$ cat src/rtl/misc_result_accum.sv
// misc_result_accum: collects ACC_LEN XOUT samples per frame and reports the frame's sum, max and count
//   clk, rst_n        clock and async active-low reset
//   i_in_valid/o_in_ready/i_xout   sample input handshake and data
//   i_flush           closes a partial frame (ignored while a result is pending)
//   o_out_valid/i_out_ready        frame result handshake
//   o_out_sum/o_out_max/o_out_cnt  frame sum, largest sample, sample count
module misc_result_accum #(
  parameter int NX = 8,
  parameter int ACC_LEN = 4,
  parameter int ACCW = NX + $clog2(ACC_LEN)
) (
  input  logic                     clk,
  input  logic                     rst_n,
  input  logic                     i_in_valid,
  output logic                     o_in_ready,
  input  logic [NX-1:0]            i_xout,
  input  logic                     i_flush,
  output logic                     o_out_valid,
  input  logic                     i_out_ready,
  output logic [ACCW-1:0]          o_out_sum,
  output logic [NX-1:0]            o_out_max,
  output logic [$clog2(ACC_LEN):0] o_out_cnt
);
  localparam int CW = $clog2(ACC_LEN) + 1;
  typedef enum logic {S_ACC, S_HOLD} state_t;
  state_t          r_state;
  logic [CW-1:0]   r_cnt;
  logic [ACCW-1:0] r_sum;
  logic [NX-1:0]   r_max;
  logic            r_out_valid;
  logic [ACCW-1:0] r_out_sum;
  logic [NX-1:0]   r_out_max;
  logic [CW-1:0]   r_out_cnt;
  logic            w_accept;
  logic            w_emit;
  logic            w_close;
  logic [CW-1:0]   w_cnt_nxt;
  logic [ACCW-1:0] w_sum_nxt;
  logic [NX-1:0]   w_max_nxt;
  // HOLD acts as a pass-through slot: a sample enters only when the pending frame leaves
  always_comb begin
    o_in_ready = (r_state == S_ACC) | i_out_ready;
    w_accept   = i_in_valid & o_in_ready;
    w_emit     = r_out_valid & i_out_ready;
    w_cnt_nxt  = r_cnt + CW'(w_accept);
    w_sum_nxt  = r_sum + (w_accept ? ACCW'(i_xout) : '0);
    w_max_nxt  = (w_accept && i_xout > r_max) ? i_xout : r_max;
    w_close    = (w_cnt_nxt == CW'(ACC_LEN)) | (i_flush & (w_cnt_nxt != '0));
  end
  always_ff @(posedge clk or negedge rst_n) begin
    if (!rst_n) begin
      r_state     <= S_ACC;
      r_cnt       <= '0;
      r_sum       <= '0;
      r_max       <= '0;
      r_out_valid <= 1'b0;
      r_out_sum   <= '0;
      r_out_max   <= '0;
      r_out_cnt   <= '0;
    end else if (r_state == S_ACC && w_close) begin
      r_out_sum   <= w_sum_nxt;
      r_out_max   <= w_max_nxt;
      r_out_cnt   <= w_cnt_nxt;
      r_out_valid <= 1'b1;
      r_cnt       <= '0;
      r_sum       <= '0;
      r_max       <= '0;
      r_state     <= S_HOLD;
    end else if (r_state == S_ACC || w_emit) begin
      // accumulators are zero in HOLD, so an accept on emit starts the new frame at that sample
      r_cnt       <= w_cnt_nxt;
      r_sum       <= w_sum_nxt;
      r_max       <= w_max_nxt;
      r_out_valid <= 1'b0;
      r_state     <= S_ACC;
    end
  end
  assign o_out_valid = r_out_valid;
  assign o_out_sum   = r_out_sum;
  assign o_out_max   = r_out_max;
  assign o_out_cnt   = r_out_cnt;
endmodule

$ cat config.mk
export PLATFORM = sky130hd
export DESIGN_NAME = misc_result_accum
export DESIGN_NICKNAME = d
export VERILOG_FILES = /design/src/rtl/misc_result_accum.sv
export SDC_FILE = /design/constraint.sdc
export NUM_CORES = 1
export LEC_CHECK = 0
export CORE_UTILIZATION = 48
export CTS_CLUSTER_DIAMETER = 50
export CTS_CLUSTER_SIZE = 8
export DETAILED_ROUTE_END_ITERATION = 8
export PLACE_DENSITY_LB_ADDON = 0.05
export SLEW_MARGIN = 10
export SYNTH_ARGS = -nofsm -noshare
export SYNTH_HDL_FRONTEND = slang
export SYNTH_SLANG_ARGS = --single-unit
$ cat constraint.sdc
create_clock -name clk -period 3.4 [get_ports clk]
set_clock_uncertainty 0.05 [all_clocks]
set_input_delay 0.68 -clock clk [delete_from_list [all_inputs] [get_ports clk]]
set_output_delay 0.68 -clock clk [all_outputs]
set_load 0.05 [all_outputs]
Word-level counts from Yosys, hierarchy flattened
Index checks and enable logic that the tools add are counted.
Widths: inputs -> output; s select.
{"block": "word_totals", "memories": 0, "romBits": 0, "latch_bits": 0, "inputBits": 13, "wordCells": 32, "register_bits": 43, "ram_bits": 0, "output_inout_bits": 23}
{"block": "classes", "div": 0, "multipliers": 0, "shifts": 0, "add_sub_neg": 2, "muxes": 10, "reduce_logical": 5, "order_cmp": 1, "eq_ne": 1, "bitwise": 6}
{"operator": "$mux 8", "n": 4}
{"operator": "$mux 10", "n": 2}
{"operator": "$add 10x8->10", "n": 1}
{"operator": "$gt 8x8->1", "n": 1}
{"operator": "$mux 3", "n": 2}
{"operator": "$add 3x1->3", "n": 1}
{"operator": "$and 1x1->1", "n": 3}
{"operator": "$eq 3x3->1 const B", "n": 1}
{"operator": "$reduce_bool 3->1", "n": 1}
{"operator": "$logic_and 1x1->1", "n": 2}
{"operator": "$mux 1", "n": 2}
{"operator": "$or 1x1->1", "n": 2}
{"operator": "$reduce_bool 2->1", "n": 1}
{"operator": "$logic_or 1x1->1", "n": 1}
{"operator": "$not 1->1", "n": 1}

Logic depth before layout (Yosys ltp)
Gate-level depths: netlist of run 1.
{"block": "depth", "word_depth": 9, "ltp_mapped": 12, "depth_no_buf": 11}

Worst setup path after synthesis of run 1
OpenSTA, ideal clock, no wires.
{"block": "synth_timing", "kind": "flip-flop to flip-flop", "start": "register r_out_valid (netlist: o_out_valid)", "end": "register r_sum[7]", "path_slack_ps": 3, "n_path_buf": 2, "stages_incl_launch_ff": 12, "synth_period_minus_slack_ps": 3397, "t_arrival_ps": 3225, "setup_time_ps": 122, "required_ps": 3228, "path_cell_list": "dfrtp_1 nor2b_1 buf_6 inv_4 clkbuf_1 and3_1 ha_1 and2_4 a221oi_2 a21oi_1 or3_1 a32o_1"}
{"block": "synth_via", "elab_chain_len": 9, "word_cells_on_any_way": 16, "cone_classes": "add/sub: 2; eq/ne: 1; mux: 3; bitwise: 6; reduce/logical: 4"}
{"element": "start, declared", "line_no": "30", "text": "logic r_out_valid;"}
{"element": "start signal, assigned", "line_no": "56", "text": "r_out_valid <= 1'b0;"}
{"element": "start signal, assigned", "line_no": "64", "text": "r_out_valid <= 1'b1;"}
{"element": "start signal, assigned", "line_no": "74", "text": "r_out_valid <= 1'b0;"}
{"element": "$not 1->1 (*)"}
{"element": "$or 1x1->1 (*)"}
{"element": "via o_in_ready", "line_no": "15", "text": "output logic o_in_ready,"}
{"element": "$and 1x1->1 (*)"}
{"element": "branches (longest 6 deep; another with $add 10x8->10)"}
{"element": "end signal, assigned", "line_no": "72", "text": "r_sum <= w_sum_nxt;"}
{"element": "end, declared", "line_no": "28", "text": "logic [ACCW-1:0] r_sum;"}
Mark *: on every way through the listed nets, which the timed path passes. The select of a mux whose other input is x is not followed.
A chain may end at the register's enable or synchronous reset.

Final worst setup path of run 1
{"block": "layout_timing", "start": "input port i_out_ready", "end": "register r_sum[7]"}
{"block": "layout_via", "elab_chain_len": 8, "word_cells_on_any_way": 15, "cone_classes": "add/sub: 2; eq/ne: 1; mux: 3; bitwise: 5; reduce/logical: 4"}
{"element": "start, declared", "line_no": "19", "text": "input logic i_out_ready,"}
{"element": "branches (longest 8 deep; another with $add 10x8->10)"}
Parallel ways; which one is timed is not known. The select of a mux whose other input is x is not followed.

==> metrics.csv, run 1 <==
metric,value,unit
Vert. Die Dim,74.98,um
Synth Flop Type,dfrtp_1,
Gate power share,57.7,%
TNS Setup,0,ns
CTS Buffer Depth,2,
Total Routing Usage GR,22.06,%
area occupied by multi-input gates,1353,um2
Die X,74.98,um
most instantiated cells after synthesis,"nand2_1 (46), dfrtp_1 (43), o21ai_0 (24), ha_1 (18), o211ai_1 (17)",
flop-to-flop setup slack,0.52,ns
Post-DRT Antenna Nets,0,
effective utilization at floorplan,50.05,%
Post-synth EDFFs,0,
number of setup buffers added after CTS,0,
RSZ-0062 raised after global routing,no,
sw frac,46.83,%
Synth area leader,dfrtp_1,
DR vias/cell,5.496,
total grt overflow,0,
DRC viols,0,
Wirelength per Cell,14.77,um
Worst Hold End,o_out_sum[0]$_DFFE_PN0P_,
via count,2094,
Arrival @ worst endpoint,3.25,ns
Final min period,3.113,ns
share of layout cells above drive strength 1,10.93,%
clock slew at reported path FFs,0.09,ns
Hold Crit Class,flip-flop to flip-flop,
TritonCTS clock tree,built,
Pwr Total,2.952,mW
critical path type,primary input to flip-flop,
largest cells by area after synthesis,"dfrtp_1 (42%), ha_1 (8.8%), nand2_1 (6.8%)",
Root Driver,clkbuf_8,
Final Cell Area,3115,um2
Hold Crit Depth,2,
register area share after synthesis,42.09,%
full die area,5621,um2
Max-Cap Viols,0,
Worst Max-Slew Pin Slew,0.9811,ns
Psw,1.382,mW
Cells after Synth,271,
final max-slew violation count,0,
Placed Instances,373,
WL met2,2531,um
"flops & latches, synth",43,
Min Hold Slack,0.4349,ns
run status,"finished, final reports clean",
WL met3,172,um
library cells used by synthesis,50,
Crit Path Max Fanout,9,
routed wire length,5628,um
required time worst endpoint,3.54,ns
Finished Layout Cells,381,
Reg power frac,28.1,%
Setup crit end kind,flip-flop,
final setup margin,0.2865,ns
fmax,321.2,MHz
Slew headroom,34.59,%
nets,342,
M1 WL,2889,um
Lkg Pwr,1.389,nW
Iteration-0 DRC Markers,128,
"Core Util, Final",61.00,%
Buffers on Ports,35,
hold_buf cts,0,
first-pass GRT wire length,9418,um
GPL Wtd Cong,0.8817,
drt first pass iters,4,
post_cts resized,0,
area of the mapped netlist,2556,um2
pre-CTS setup slack,-0.02098,ns
syn_area_per_cell,9.432,um2
worst vdd ir,0.6572,mV
n_diodes,0,
Int Pwr,1.569,mW
share of the synthesized area in the top cell type,42.09,%
CTS Sinks,43,
initial antenna violation count,0,
Post-DP Area,2998,um2
reg2reg end,r_sum[7]$_DFFE_PN0P_,
cell with the most instances after synthesis,nand2_1,
Final period util,91.57,%
Sequential Area,1076,um2
Clock power frac,14.1,%
reg2reg start,o_out_valid$_DFFE_PN0P_,
CTS Buf Count,5,
Fin. Hold Viols,0,
worst reg-to-reg path cell count,9,
core area,5107,um2
largest net degree at the start of global routing,44,
Area Growth Syn to Fin,21.88,%
number of I/O pins,36,
vias in the first global route,2005,
fillcell total,479,
PD cells,947.4,nW/um2
Skew-Pair Late Insertion Delay,0.29,ns
critical path launch point type,primary input,
final setup violating endpoints,0,
# rows,26,
asr flop ratio synth,100.0,%
Hold Crit Start,o_out_sum[0]$_DFFE_PN0P_,
syn_nets,303,
post-DP HPWL,4158,um
H-tree level count,2,
yosys warns,0,
Top Layer Used,met4,
-- worst max-delay path: stages --
cell             delay, ns
clkdlybuf4s50_1       0.40
nor2b_1               0.27
inv_4                 0.09
and3_1                0.21
ha_1                  0.35
and2_4                0.17
a221oi_2              0.32
a21oi_1               0.13
or3_1                 0.37
a32o_1                0.26
-- power by group through the flow --
| stage | registers (mW) | logic [mW] | clock network [mW] |
|---|---|---|---|
| floorplan | 1.16 | 0.881 | 0 |
| global placement | 0.834 | 1.68 | 0 |
| detailed placement | 0.841 | 1.71 | 0 |
| CTS | 0.832 | 1.71 | 0.427 |
| global route | 0.855 | 1.87 | 0.447 |
| finish | 0.831 | 1.70 | 0.418 |
-- final cells by class --
class,count,area share [%]
Clock buffer,6,2.651
Multi-Input combinational cell,201,43.41
Sequential cell,43,34.54
Tap cell,70,2.811
Clock inverter,2,1.124
Inverter,15,1.888
Timing Repair Buffer,44,13.57
-- routing by layer --
layer  up-vias  track usage [%]
met3         2            3.213
met2        40            34.83
li1       1050                -
met4         0            4.403
met1      1002            32.45
met5         -                0
-- worst max-delay path by stage --
stage                                       start                        to  slack (ns)  cells after the start
after global placement                i_out_ready  o_out_sum[7]$_DFFE_PN0P_        0.05                     10
after global routing                  i_out_ready  o_out_max[7]$_DFFE_PN0P_        0.11                     11
after floorplan           o_out_valid$_DFFE_PN0P_      r_sum[7]$_DFFE_PN0P_       0.003                     11
final                                 i_out_ready      r_sum[7]$_DFFE_PN0P_        0.29                     10
after CTS                             i_out_ready      r_cnt[2]$_DFFE_PN0P_        0.28                     12
after detailed placement              i_out_ready      r_cnt[2]$_DFFE_PN0P_       -0.02                     12
-- logic make-up after synthesis --
group | count (synthesis) | share of synthesized area, %
AOI/OAI and AO/OA | 88 | 24.33
DFF | 43 | 42.09
adders and majority gates | 19 | 9.594
buffers and inverters | 27 | 4.993
xor gates and xnor gates | 7 | 2.692
and+or+nand+nor | 87 | 16.30
-- registers in the layout, indices dropped and copies added (netlist names) --
name / count
o_out_cnt: 3
o_out_max: 8
o_out_sum: 10
o_out_valid: 1
r_cnt: 3
r_max: 8
r_sum: 10
-- placed cells by master (no fill, tap or decap), types with 2 or more instances in the layout --
master	count
a21o_1	4
a21o_2	2
a21oi_1	16
a22o_1	2
and2_1	2
and3_1	7
buf_4	9
clkbuf_8	6
clkdlybuf4s50_1	33
dfrtp_1	43
ha_1	18
inv_1	14
nand2_1	46
nand2b_1	4
nand3_1	9
nand4_1	2
nor2_1	8
nor2b_1	3
o2111ai_1	2
o211ai_1	17
o21ai_0	24
o21ai_1	3
o31ai_1	2
or3_1	2
xnor2_1	2
xor2_1	4
Note: power is estimated with default switching activity, not from simulation.
==> run 2: changes to the inputs <==
Settings changed: PLACE_DENSITY from default to 0.8, PLACE_DENSITY_LB_ADDON 0.05 to default.
==> metrics.csv, run 2 (synthesis results as in run 1) <==
metric,value,unit
initial antenna violation count,0,
Reg power frac,28.6,%
Iteration-0 DRC Markers,159,
Worst Max-Slew Pin Slew,0.9326,ns
DRC viols,0,
DR vias/cell,5.667,
"Core Util, Final",60.66,%
sw frac,47.54,%
drt first pass iters,4,
reg2reg end,r_sum[7]$_DFFE_PN0P_,
TritonCTS clock tree,built,
reg2reg start,o_out_valid$_DFFE_PN0P_,
n_diodes,0,
Finished Layout Cells,381,
Int Pwr,1.525,mW
"Top cell by count, worst path",ha_1,
crit path to,r_sum[7]$_DFFE_PN0P_,
Hold Crit Class,flip-flop to flip-flop,
Gate power share,59.0,%
CTS Buffer Depth,2,
GPL Wtd Cong,0.8549,
area occupied by multi-input gates,1353,um2
flop-to-flop setup slack,0.53,ns
hold_buf cts,0,
nets,342,
number of setup buffers added after CTS,0,
routed wire length,5665,um
Skew-Pair Late Insertion Delay,0.29,ns
clock slew at reported path FFs,0.08,ns
CP Launch Point,i_out_ready,
Arrival @ worst endpoint,3.22,ns
"commonest cells after routing, fill and taps aside","nand2_1 (46), dfrtp_1 (43), clkdlybuf4s50_1 (33), o21ai_0 (24), ha_1 (18)",
fillcell total,441,
Post-DRT Antenna Nets,0,
# rows,26,
total grt overflow,0,
Clock power frac,12.3,%
CP max stage delay,0.39,ns
Placed Instances,373,
H-tree level count,2,
number of I/O pins,36,
Fin. Hold Viols,0,
Slew headroom,37.83,%
largest net degree at the start of global routing,44,
Setup crit end kind,flip-flop,
"most common cell after layout, fill and taps aside",nand2_1,
CTS Sinks,43,
core area,5107,um2
Root Driver,clkbuf_8,
cell-by-cell trace of the critical path,clkdlybuf4s50_1 -> nor2b_1 -> inv_4 -> and2_1 -> ha_1 -> ha_1 -> o21ba_2 -> a211oi_4 -> nor2_1 -> buf_4 -> a32o_1,
critical path depth,11,
Crit Path Max Fanout,10,
final setup violating endpoints,0,
worst vdd ir,0.4959,mV
PD cells,938.4,nW/um2
fmax,323.9,MHz
Buffers on Ports,35,
via count,2159,
required time worst endpoint,3.54,ns
share of layout cells above drive strength 1,10.61,%
vias in the first global route,2058,
CTS Buf Count,5,
Lkg Pwr,1.378,nW
worst reg-to-reg path cell count,10,
CP bufs+invs,3,
final max-slew violation count,0,
Slowest cell on crit path,clkdlybuf4s50_1,
Final min period,3.087,ns
Final period util,90.81,%
Sequential Area,1076,um2
Psw,1.382,mW
RSZ-0062 raised after global routing,no,
Area Growth Syn to Fin,21.19,%
post-DP HPWL,4181,um
critical path type,primary input to flip-flop,
"delay-heaviest family, CP",compound AO/OA/AOI/OAI gates,
TNS Setup,0,ns
Max-Cap Viols,0,
run status,"finished, final reports clean",
post_cts resized,0,
Total Routing Usage GR,22.81,%
Die X,74.98,um
Wirelength per Cell,14.87,um
critical path launch point type,primary input,
first-pass GRT wire length,9577,um
full die area,5621,um2
effective utilization at floorplan,50.05,%
Vert. Die Dim,74.98,um
[run 2: cell types whose count changed in the layout (fill, tap and decap cells not counted), sizes merged]
cell,before,now
clkinv,1,0
clkbuf,6,8
bufinv,1,0
[run 2: power groups by stage]
stage	combinational, mW	sequential [mW]	clock (mW)
3_3_place_gp	1.66	0.837	0
2_1_floorplan	0.881	1.16	0
6_report	1.72	0.833	0.359
3_5_place_dp	1.72	0.842	0
5_1_grt	1.89	0.859	0.388
4_1_cts	1.72	0.834	0.368
[run 2: how the worst min path moves through the flow]
| stage | to | depth (start not counted) | slack, ns | start |
|---|---|---|---|---|
| final | o_out_sum[1]$_DFFE_PN0P_ | 2 | 0.43 | o_out_sum[1]$_DFFE_PN0P_ |
| after global routing | r_sum[3]$_DFFE_PN0P_ | 2 | 0.48 | r_sum[3]$_DFFE_PN0P_ |
| after CTS | o_out_sum[4]$_DFFE_PN0P_ | 2 | 0.44 | o_out_sum[4]$_DFFE_PN0P_ |
| after detailed placement | o_out_sum[4]$_DFFE_PN0P_ | 2 | 0.42 | o_out_sum[4]$_DFFE_PN0P_ |
| after global placement | o_out_sum[0]$_DFFE_PN0P_ | 2 | 0.41 | o_out_sum[0]$_DFFE_PN0P_ |
| after floorplan | o_out_cnt[0]$_DFFE_PN0P_ | 0 | 0.33 | rst_n |
[run 2: final cells by class]
class | instances | area share (%)
tap | 70 | 2.827
multi-input combinational | 201 | 43.66
sequential | 43 | 34.73
clock buffer | 8 | 3.231
timing repair buffer | 44 | 13.65
inverter | 15 | 1.898
[run 2: per-layer routing]
layer  track usage, %  routed length [um]
met3            3.213                 241
met5                0                   0
met4            11.32                 176
met1            32.82                2650
met2            33.83                2596
[run 2: per-stage QoR]
| step | power [mW] | cell area [um2] | setup WS, ns | hold WS [ns] |
|---|---|---|---|---|
| floorplan | 2.045 | 2556 | 0.003203 | 0.3344 |
| global placement | 2.501 | 2998 | 0.05994 | 0.4098 |
| detailed placement | 2.560 | 2998 | -0.004800 | 0.4217 |
| CTS | 2.926 | 3098 | 0.3055 | 0.4407 |
| global route | 3.140 | 3098 | 0.1253 | 0.4791 |
| finish | 2.907 | 3098 | 0.3126 | 0.4309 |
[run 2: worst register-to-register path: stages (launching register included)]
cell and delay (ns):
dfrtp_1 0.50, nor2b_1 0.33, inv_4 0.11, and2_1 0.19
ha_1 0.19, ha_1 0.32, o21ba_2 0.26, a211oi_4 0.29
nor2_1 0.13, buf_4 0.16, a32o_1 0.24
